<file path="config.mk">
export PLATFORM = sky130hd
export DESIGN_NAME = stack_exec_unit
export DESIGN_NICKNAME = d
export VERILOG_FILES = /design/src/rtl/stack_exec_unit_pkg.sv /design/src/rtl/stack_exec_unit_stack_mem.sv /design/src/rtl/stack_exec_unit.sv
export SDC_FILE = /design/constraint.sdc
export NUM_CORES = 1
export LEC_CHECK = 0
export ABC_AREA = 1
export CAP_MARGIN = 30
export CORE_UTILIZATION = 62
export DETAILED_ROUTE_END_ITERATION = 10
export HOLD_SLACK_MARGIN = 0.03
export PLACE_DENSITY = 0.86
export SYNTH_ARGS = -nofsm -noshare
export SYNTH_HDL_FRONTEND = slang
export SYNTH_SLANG_ARGS = --single-unit
</file>
<file path="constraint.sdc">
create_clock -name clock -period 6.3 [get_ports clock]
set_input_delay 0.63 -clock clock [delete_from_list [all_inputs] [get_ports clock]]
set_output_delay 0.63 -clock clock [all_outputs]
set_load 0.01 [all_outputs]
</file>
<file path="src/rtl/stack_exec_unit_pkg.sv">
// rtl/stack_exec_unit_pkg.sv - opcodes, FSM states and opcode-class decode shared by the stack exec unit
package stack_exec_unit_pkg;

    // Opcode encoding shared with the stack-machine ALU
    localparam logic [4:0] OP_PUSH  = 5'b00010;
    localparam logic [4:0] OP_POP   = 5'b00011;
    localparam logic [4:0] OP_ADD   = 5'b00100;
    localparam logic [4:0] OP_SUB   = 5'b00101;
    localparam logic [4:0] OP_MUL   = 5'b00110;
    localparam logic [4:0] OP_DIV   = 5'b00111;
    localparam logic [4:0] OP_AND   = 5'b01000;
    localparam logic [4:0] OP_NAND  = 5'b01001;
    localparam logic [4:0] OP_OR    = 5'b01010;
    localparam logic [4:0] OP_XOR   = 5'b01011;
    localparam logic [4:0] OP_CMP   = 5'b01100;
    localparam logic [4:0] OP_NOT   = 5'b01101;
    localparam logic [4:0] OP_IF_EQ = 5'b01111;
    localparam logic [4:0] OP_IF_NE = 5'b10000;
    localparam logic [4:0] OP_IF_LT = 5'b10001;
    localparam logic [4:0] OP_IF_GT = 5'b10010;
    localparam logic [4:0] OP_IF_LE = 5'b10011;

    typedef enum logic [2:0] {
        ST_IDLE,
        ST_POP_B,
        ST_POP_A,
        ST_EXEC,
        ST_WRITE,
        ST_DONE
    } state_t;

    typedef enum logic [2:0] {
        CLS_ILL,
        CLS_BIN,
        CLS_UN,
        CLS_COND,
        CLS_PUSH,
        CLS_POP
    } op_cls_t;

    typedef struct packed {
        op_cls_t    cls;
        logic [1:0] needs;   // operands popped before execution
        logic       pushes;  // result written back to the stack
    } op_info_t;

    function automatic op_info_t decode_op(input logic [4:0] op);
        op_info_t info;
        info.cls    = CLS_ILL;
        info.needs  = 2'd0;
        info.pushes = 1'b0;
        if (op >= OP_ADD && op <= OP_CMP) begin
            info.cls    = CLS_BIN;
            info.needs  = 2'd2;
            info.pushes = 1'b1;
        end else if (op == OP_NOT) begin
            info.cls    = CLS_UN;
            info.needs  = 2'd1;
            info.pushes = 1'b1;
        end else if (op >= OP_IF_EQ && op <= OP_IF_LE) begin
            info.cls    = CLS_COND;
            info.needs  = 2'd1;
        end else if (op == OP_PUSH) begin
            info.cls    = CLS_PUSH;
            info.pushes = 1'b1;
        end else if (op == OP_POP) begin
            info.cls    = CLS_POP;
            info.needs  = 2'd1;
        end
        return info;
    endfunction

endpackage

</file>
<file path="src/rtl/stack_exec_unit_stack_mem.sv">
// rtl/stack_exec_unit_stack_mem.sv - LIFO register array with stack pointer
// Ports: clock/reset_n (async active-low), push writes wdata at mem[sp] and
// increments sp, pop decrements sp, top = mem[sp-1] (0 when empty), sp = count.
module stack_mem #(
    parameter int DATA_W = 16,
    parameter int DEPTH  = 16,
    parameter int PTR_W  = 5
) (
    input  logic              clock,
    input  logic              reset_n,
    input  logic              push,
    input  logic              pop,
    input  logic [DATA_W-1:0] wdata,
    output logic [DATA_W-1:0] top,
    output logic [PTR_W-1:0]  sp
);
    localparam int AW = $clog2(DEPTH);

    logic [DATA_W-1:0] mem [DEPTH];
    logic [AW-1:0]     wr_idx;
    logic [AW-1:0]     rd_idx;

    assign wr_idx = AW'(sp);
    assign rd_idx = AW'(sp - 1'b1);

    // Contents need no reset: sp == 0 masks them from top.
    always_ff @(posedge clock) begin
        if (push) begin
            mem[wr_idx] <= wdata;
        end
    end

    always_ff @(posedge clock or negedge reset_n) begin
        if (!reset_n) begin
            sp <= '0;
        end else if (push) begin
            sp <= sp + 1'b1;
        end else if (pop) begin
            sp <= sp - 1'b1;
        end
    end

    assign top = (sp == '0) ? '0 : mem[rd_idx];

endmodule

</file>
<file path="src/rtl/stack_exec_unit.sv">
// rtl/stack_exec_unit.sv - operand stack and execute sequencer feeding a combinational ALU
// Ports: clock/reset_n (async active-low); start/opcode/imm instruction in;
// busy/done/cond_flag and sticky underflow_err/overflow_err/illegal_op status;
// top/depth stack view; alu_op1/alu_op2/alu_opcode to ALU, alu_result/alu_cond back.
module stack_exec_unit
    import stack_exec_unit_pkg::*;
#(
    parameter int DATA_W = 16,
    parameter int DEPTH  = 16,
    parameter int PTR_W  = 5
) (
    input  logic              clock,
    input  logic              reset_n,
    input  logic              start,
    input  logic [4:0]        opcode,
    input  logic [DATA_W-1:0] imm,
    output logic              busy,
    output logic              done,
    output logic              cond_flag,
    output logic              underflow_err,
    output logic              overflow_err,
    output logic              illegal_op,
    output logic [DATA_W-1:0] top,
    output logic [PTR_W-1:0]  depth,
    output logic [DATA_W-1:0] alu_op1,
    output logic [DATA_W-1:0] alu_op2,
    output logic [4:0]        alu_opcode,
    input  logic [31:0]       alu_result,
    input  logic              alu_cond
);
    localparam logic [PTR_W-1:0] FULL = PTR_W'(DEPTH);

    state_t            state;
    op_cls_t           cls_q;
    logic              pushes_q;
    logic [DATA_W-1:0] result_q;
    op_info_t          info;
    logic              mem_push;
    logic              mem_pop;
    logic              unused_hi;

    // Results are word-sized; the ALU's upper half (e.g. Mul high) is dropped.
    assign unused_hi = ^alu_result[31:DATA_W];

    assign info     = decode_op(opcode);
    assign mem_pop  = (state == ST_POP_B) || (state == ST_POP_A);
    assign mem_push = (state == ST_WRITE);

    stack_mem #(
        .DATA_W (DATA_W),
        .DEPTH  (DEPTH),
        .PTR_W  (PTR_W)
    ) u_stack (
        .clock   (clock),
        .reset_n (reset_n),
        .push    (mem_push),
        .pop     (mem_pop),
        .wdata   (result_q),
        .top     (top),
        .sp      (depth)
    );

    always_ff @(posedge clock or negedge reset_n) begin
        if (!reset_n) begin
            state         <= ST_IDLE;
            cls_q         <= CLS_ILL;
            pushes_q      <= 1'b0;
            result_q      <= '0;
            busy          <= 1'b0;
            done          <= 1'b0;
            cond_flag     <= 1'b0;
            underflow_err <= 1'b0;
            overflow_err  <= 1'b0;
            illegal_op    <= 1'b0;
            alu_op1       <= '0;
            alu_op2       <= '0;
            alu_opcode    <= '0;
        end else begin
            done <= 1'b0;
            case (state)
                ST_IDLE: begin
                    if (start) begin
                        cls_q         <= info.cls;
                        pushes_q      <= info.pushes;
                        busy          <= 1'b1;
                        underflow_err <= 1'b0;
                        overflow_err  <= 1'b0;
                        illegal_op    <= 1'b0;
                        if (info.cls == CLS_ILL) begin
                            illegal_op <= 1'b1;
                            done       <= 1'b1;
                            state      <= ST_DONE;
                        end else if (depth < PTR_W'(info.needs)) begin
                            underflow_err <= 1'b1;
                            done          <= 1'b1;
                            state         <= ST_DONE;
                        end else if (info.cls == CLS_PUSH && depth == FULL) begin
                            overflow_err <= 1'b1;
                            done         <= 1'b1;
                            state        <= ST_DONE;
                        end else begin
                            alu_opcode <= opcode;
                            if (info.cls == CLS_PUSH) begin
                                alu_op1 <= imm;
                                state   <= ST_EXEC;
                            end else begin
                                state <= ST_POP_B;
                            end
                        end
                    end
                end
                ST_POP_B: begin
                    // B is the most recently pushed operand, so it goes to op2.
                    if (cls_q == CLS_BIN) begin
                        alu_op2 <= top;
                        state   <= ST_POP_A;
                    end else begin
                        alu_op1 <= top;
                        if (cls_q == CLS_POP) begin
                            done  <= 1'b1;
                            state <= ST_DONE;
                        end else begin
                            state <= ST_EXEC;
                        end
                    end
                end
                ST_POP_A: begin
                    alu_op1 <= top;
                    state   <= ST_EXEC;
                end
                ST_EXEC: begin
                    // Push bypasses the ALU: the immediate is the result.
                    result_q <= (cls_q == CLS_PUSH) ? alu_op1 : alu_result[DATA_W-1:0];
                    if (pushes_q) begin
                        state <= ST_WRITE;
                    end else begin
                        cond_flag <= alu_cond;
                        done      <= 1'b1;
                        state     <= ST_DONE;
                    end
                end
                ST_WRITE: begin
                    done  <= 1'b1;
                    state <= ST_DONE;
                end
                ST_DONE: begin
                    busy  <= 1'b0;
                    state <= ST_IDLE;
                end
                default: begin
                    busy  <= 1'b0;
                    state <= ST_IDLE;
                end
            endcase
        end
    end

endmodule
</file>
==> qor.txt <==
SETUP PATH
-------------------------------------------------------------------------------------
Sort of element at the end of the critical path                          primary output
Endpoint required time on the critical path                                   5.67 ns
Setup crit start kind                                                        register
Critical path type                                                         reg -> out
Endpoint arrival time on the critical path                                    4.58 ns
Maximum fanout count along the critical path                                       64

SYNTHESIS
-------------------------------------------------------------------------------------
Xor-xnor portion of the synthesized cell area                                0.004336
Number of warning messages in the yosys log                                         0
Syn nets                                                                        1,355
Fraction of the mapped netlist area in compound gates                         0.02792
Sequential element share of the synthesized area                               0.6833
Post-synth top area cell                                                 sky130_fd_sc_hd__edfxtp_1
Mux contribution to synthesized area                                         0.001626
Number of instances in the synthesized netlist                                  1,292
Post-synthesis share of cell area spent on and, or, nand and nor gates         0.2383
Cell area after technology mapping                                         13,850 um2
Total of flip-flops plus latches after synthesis                                  327
Mean instance size in the synthesized netlist                               10.72 um2
Distinct cell type count of the synthesized netlist                                36
Synth top area share                                                           0.5551
Fraction of the mapped netlist area in adder cells                           0.005421
Top cells by area, synth                                                 sky130_fd_sc_hd__edfxtp_1 (56%), sky130_fd_sc_hd__dfrtp_1 (13%), sky130_fd_sc_hd__nand2_1 (11%), sky130_fd_sc_hd__nand3_1 (9.5%), sky130_fd_sc_hd__o21ai_0 (1.8%)
Combinational family with the most area after synthesis                  simple AND/OR/NAND/NOR gates

CLOCK NETWORK
-------------------------------------------------------------------------------------
TritonCTS Buffers                                                                  31
Clock root cell                                                          sky130_fd_sc_hd__clkbuf_16
Buffers inserted during post-CTS setup optimization                                 0
CTS clock-pin slew for the worst setup and hold paths                         0.07 ns
Cts repair resizes                                                                  0
Number of buffers inserted for hold repair after clock tree synthesis               0
Maximum number of buffers from clock root to sink                                   3
Clock latency reported for the late side of the worst-skew pair               0.56 ns
Number of sinks driven by the clock tree                                          327
CTS tree                                                                         done
H-Tree Depth                                                                        1

DRT
-------------------------------------------------------------------------------------
Detailed router's first-iteration violation count                               1,552
Routed wire length                                                           36.55 mm
Overall via count from detail_route                                            10,480
TritonRoute pass-1 iters                                                            6
Via density per instance                                                        6.193
Per-cell routed wire length                                                  21.60 um
DRC viols                                                                           0
Number of nets still failing antenna checks after routing                           0

CELLS AND AREA
-------------------------------------------------------------------------------------
Layout overhead on the synthesized area                                        16.32%
Most common cell after layout, fill and taps aside                       sky130_fd_sc_hd__nand2_1
Total inserted antenna cells                                                        0
Share of final-layout standard cells stronger than drive strength 1           0.07720
Net count, final                                                                1,453
Most frequent cells in the layout                                        sky130_fd_sc_hd__nand2_1 (394), sky130_fd_sc_hd__nand3_1 (262), sky130_fd_sc_hd__edfxtp_1 (256), sky130_fd_sc_hd__clkdlybuf4s50_1 (103), sky130_fd_sc_hd__dfrtp_1 (70)
Finished Core Util                                                             0.7359
Final-layout fill cell count                                                    1,407

GLOBAL ROUTING
-------------------------------------------------------------------------------------
Largest net degree at the start of global routing                                  79
Global Route Usage Sum                                                         0.3260
Final global-route overflow total                                                   0
Global-route wire length before repair                                       54.85 mm
Antenna violations before repair                                                    0
Via count of the first global-routing pass                                      9,958

PWR
-------------------------------------------------------------------------------------
Proportion of power drawn by combinational gates                                0.452
Total internal power                                                       0.005329 W
Switching share of power                                                       0.4288
Worst IR Drop VDD                                                           0.4588 mV
Power density relative to cell area                                      579.1 nW/um2
Clock power frac                                                                0.192
Flop pwr share                                                                  0.356
Pleak                                                                        6.348 nW
Power dissipated by switching net loads                                    0.004001 W

RUN STATUS
-------------------------------------------------------------------------------------
Result of the run                                                           completed

STA
-------------------------------------------------------------------------------------
Part of the cycle the worst path needs                                         0.8274
Post-layout min period                                                       5.212 ns
Fin. max-slew vios                                                                  0
Tightest Pin Transition                                                      1.036 ns
Max Clock Freq                                                              191.9 MHz
Worst setup skew after layout                                              0.02021 ns
Sum Neg Setup Slack                                                              0 ns
Number of failing hold endpoints at the final stage                                 0
Unrepaired setup endpoints after global routing                                 false
Slew Limit Headroom                                                            0.3067
Setup violators final                                                               0

PLACEMENT
-------------------------------------------------------------------------------------
Detailed placement HPWL                                                      21.90 mm
Quantity of I/O buffers inserted on ports                                         104
Final weighted congestion of routability-driven global placement               0.9300

DIE
-------------------------------------------------------------------------------------
FP Rows                                                                            54
Chip Height                                                                  151.5 um
Effective utilization at floorplan                                             0.6327
Area of the placeable core                                                 21,890 um2
Chip width                                                                   151.5 um
Number of top-level design ports                                                  121
Die Area                                                                   22,940 um2

FLOW RUN
-------------------------------------------------------------------------------------
Maximum capacitance violations                                                      0

WORST HOLD PATH
-------------------------------------------------------------------------------------
Type of the most critical hold path                                       in -> async

[logic make-up (layout without fill, tap and decap cells)]
kind of cell / after synthesis / in the layout
compound gates: 73 / 73
xor+xnor: 6 / 6
fa+ha+maj: 6 / 6
buf+inv: 125 / 245
flops: 327 / 327
mux: 2 / 2
simple gates: 753 / 753
[final timing paths]
kind | from | endpoint | slack, ns | cells after the start
max in group asynchronous | reset_n | u_stack.sp[0] | 5.32 | 2
hold / removal | reset_n | alu_op2[6] | 0.30 | 2
setup / recovery | u_stack.sp[0] | top[2] | 1.09 | 11
min in group clock | overflow_err | overflow_err | 0.48 | 2
hold reg to reg | overflow_err | overflow_err | 0.48 | 2
setup reg to reg | u_stack.sp[0] | alu_op1[12] | 2.45 | 12
[power groups by stage]
stage	registers, W	clock network, W	logic, W
6_report	0.00332	0.00179	0.00422
5_1_grt	0.00336	0.00187	0.00459
4_1_cts	0.00331	0.00179	0.00413
3_5_place_dp	0.00335	0	0.00407
3_3_place_gp	0.00332	0	0.00395
2_1_floorplan	0.00320	0	0.00252
[sequential cells by signal, summed over array words and instances, names as in the netlist]
| register | count |
|---|---|
| state | 3 |
| u_stack.mem | 256 |
| illegal_op | 1 |
| busy | 1 |
| result_q | 16 |
| done | 1 |
| overflow_err | 1 |
| pushes_q | 1 |
| alu_op2 | 16 |
| u_stack.sp | 5 |
| underflow_err | 1 |
| cls_q | 3 |
| cond_flag | 1 |
| alu_opcode | 5 |
| alu_op1 | 16 |
[layer usage]
| metal | vias to the layer above | track usage | part of all wire | wire, um |
|---|---|---|---|---|
| met1 | 4998 | 0.4238 | 0.36 | 13000 |
| li1 | 4634 | - | - | - |
| met3 | 122 | 0.07455 | 0.11 | 4183 |
| met2 | 724 | 0.5158 | 0.48 | 17510 |
| met4 | 0 | 0.1700 | 0.051 | 1851 |
| met5 | - | 0 | 0 | 0 |
[critical path, cell delays in order (launching register included)]
cell and delay [ns]:
sky130_fd_sc_hd__dfrtp_4 0.74, sky130_fd_sc_hd__clkinv_2 0.12, sky130_fd_sc_hd__buf_4 0.51, sky130_fd_sc_hd__ha_2 0.41, sky130_fd_sc_hd__inv_2 0.56, sky130_fd_sc_hd__buf_4 0.47
sky130_fd_sc_hd__nand3_1 0.14, sky130_fd_sc_hd__nand3_1 0.12, sky130_fd_sc_hd__nand3_1 0.14, sky130_fd_sc_hd__nand3_1 0.22, sky130_fd_sc_hd__inv_1 0.07, sky130_fd_sc_hd__clkdlybuf4s50_1 0.48
[cell usage after synthesis (all sizes together)]
cell type  number
ha              6
nor4            1
nand4          17
nor3            8
and2            1
xor2            5
clkbuf         24
mux2            2
nand3         262
clkinv          1
xnor2           1
o211ai          1
dfrtp          71
o21a            2
o21ai          63
nand2         408
nor2           55
a22oi           1
inv            55
a21oi           6
edfxtp        256
buf            45
or2             1
[per-stage QoR]
| stage | setup slack [ns] | hold slack, ns | cell area [um2] | std cells | power (W) |
|---|---|---|---|---|---|
| finish | 1.088 | 0.3013 | 16110 | 1692 | 0.009329 |
| global route | 0.8370 | 0.3706 | 16110 | 1692 | 0.009822 |
| CTS | 1.125 | 0.3299 | 16090 | 1690 | 0.009235 |
| detailed placement | 1.689 | 0.4700 | 15130 | 1635 | 0.007417 |
| global placement | 1.687 | 0.4650 | 15130 | 1634 | 0.007277 |
| floorplan | 3.474 | 0.3344 | 13850 | 1292 | 0.005722 |
[layout make-up]
class,instances,area [um2],share of cell area
Multi-Input combinational cell,840,3857,0.2395
Clock buffer,33,783.3,0.04862
Inverter,56,211.5,0.01313
Clock inverter,22,177.7,0.01103
Sequential cell,327,9468,0.5877
Tap cell,280,350.3,0.02175
Timing Repair Buffer,134,1261,0.07829
Power figures use the tool's default switching activity.
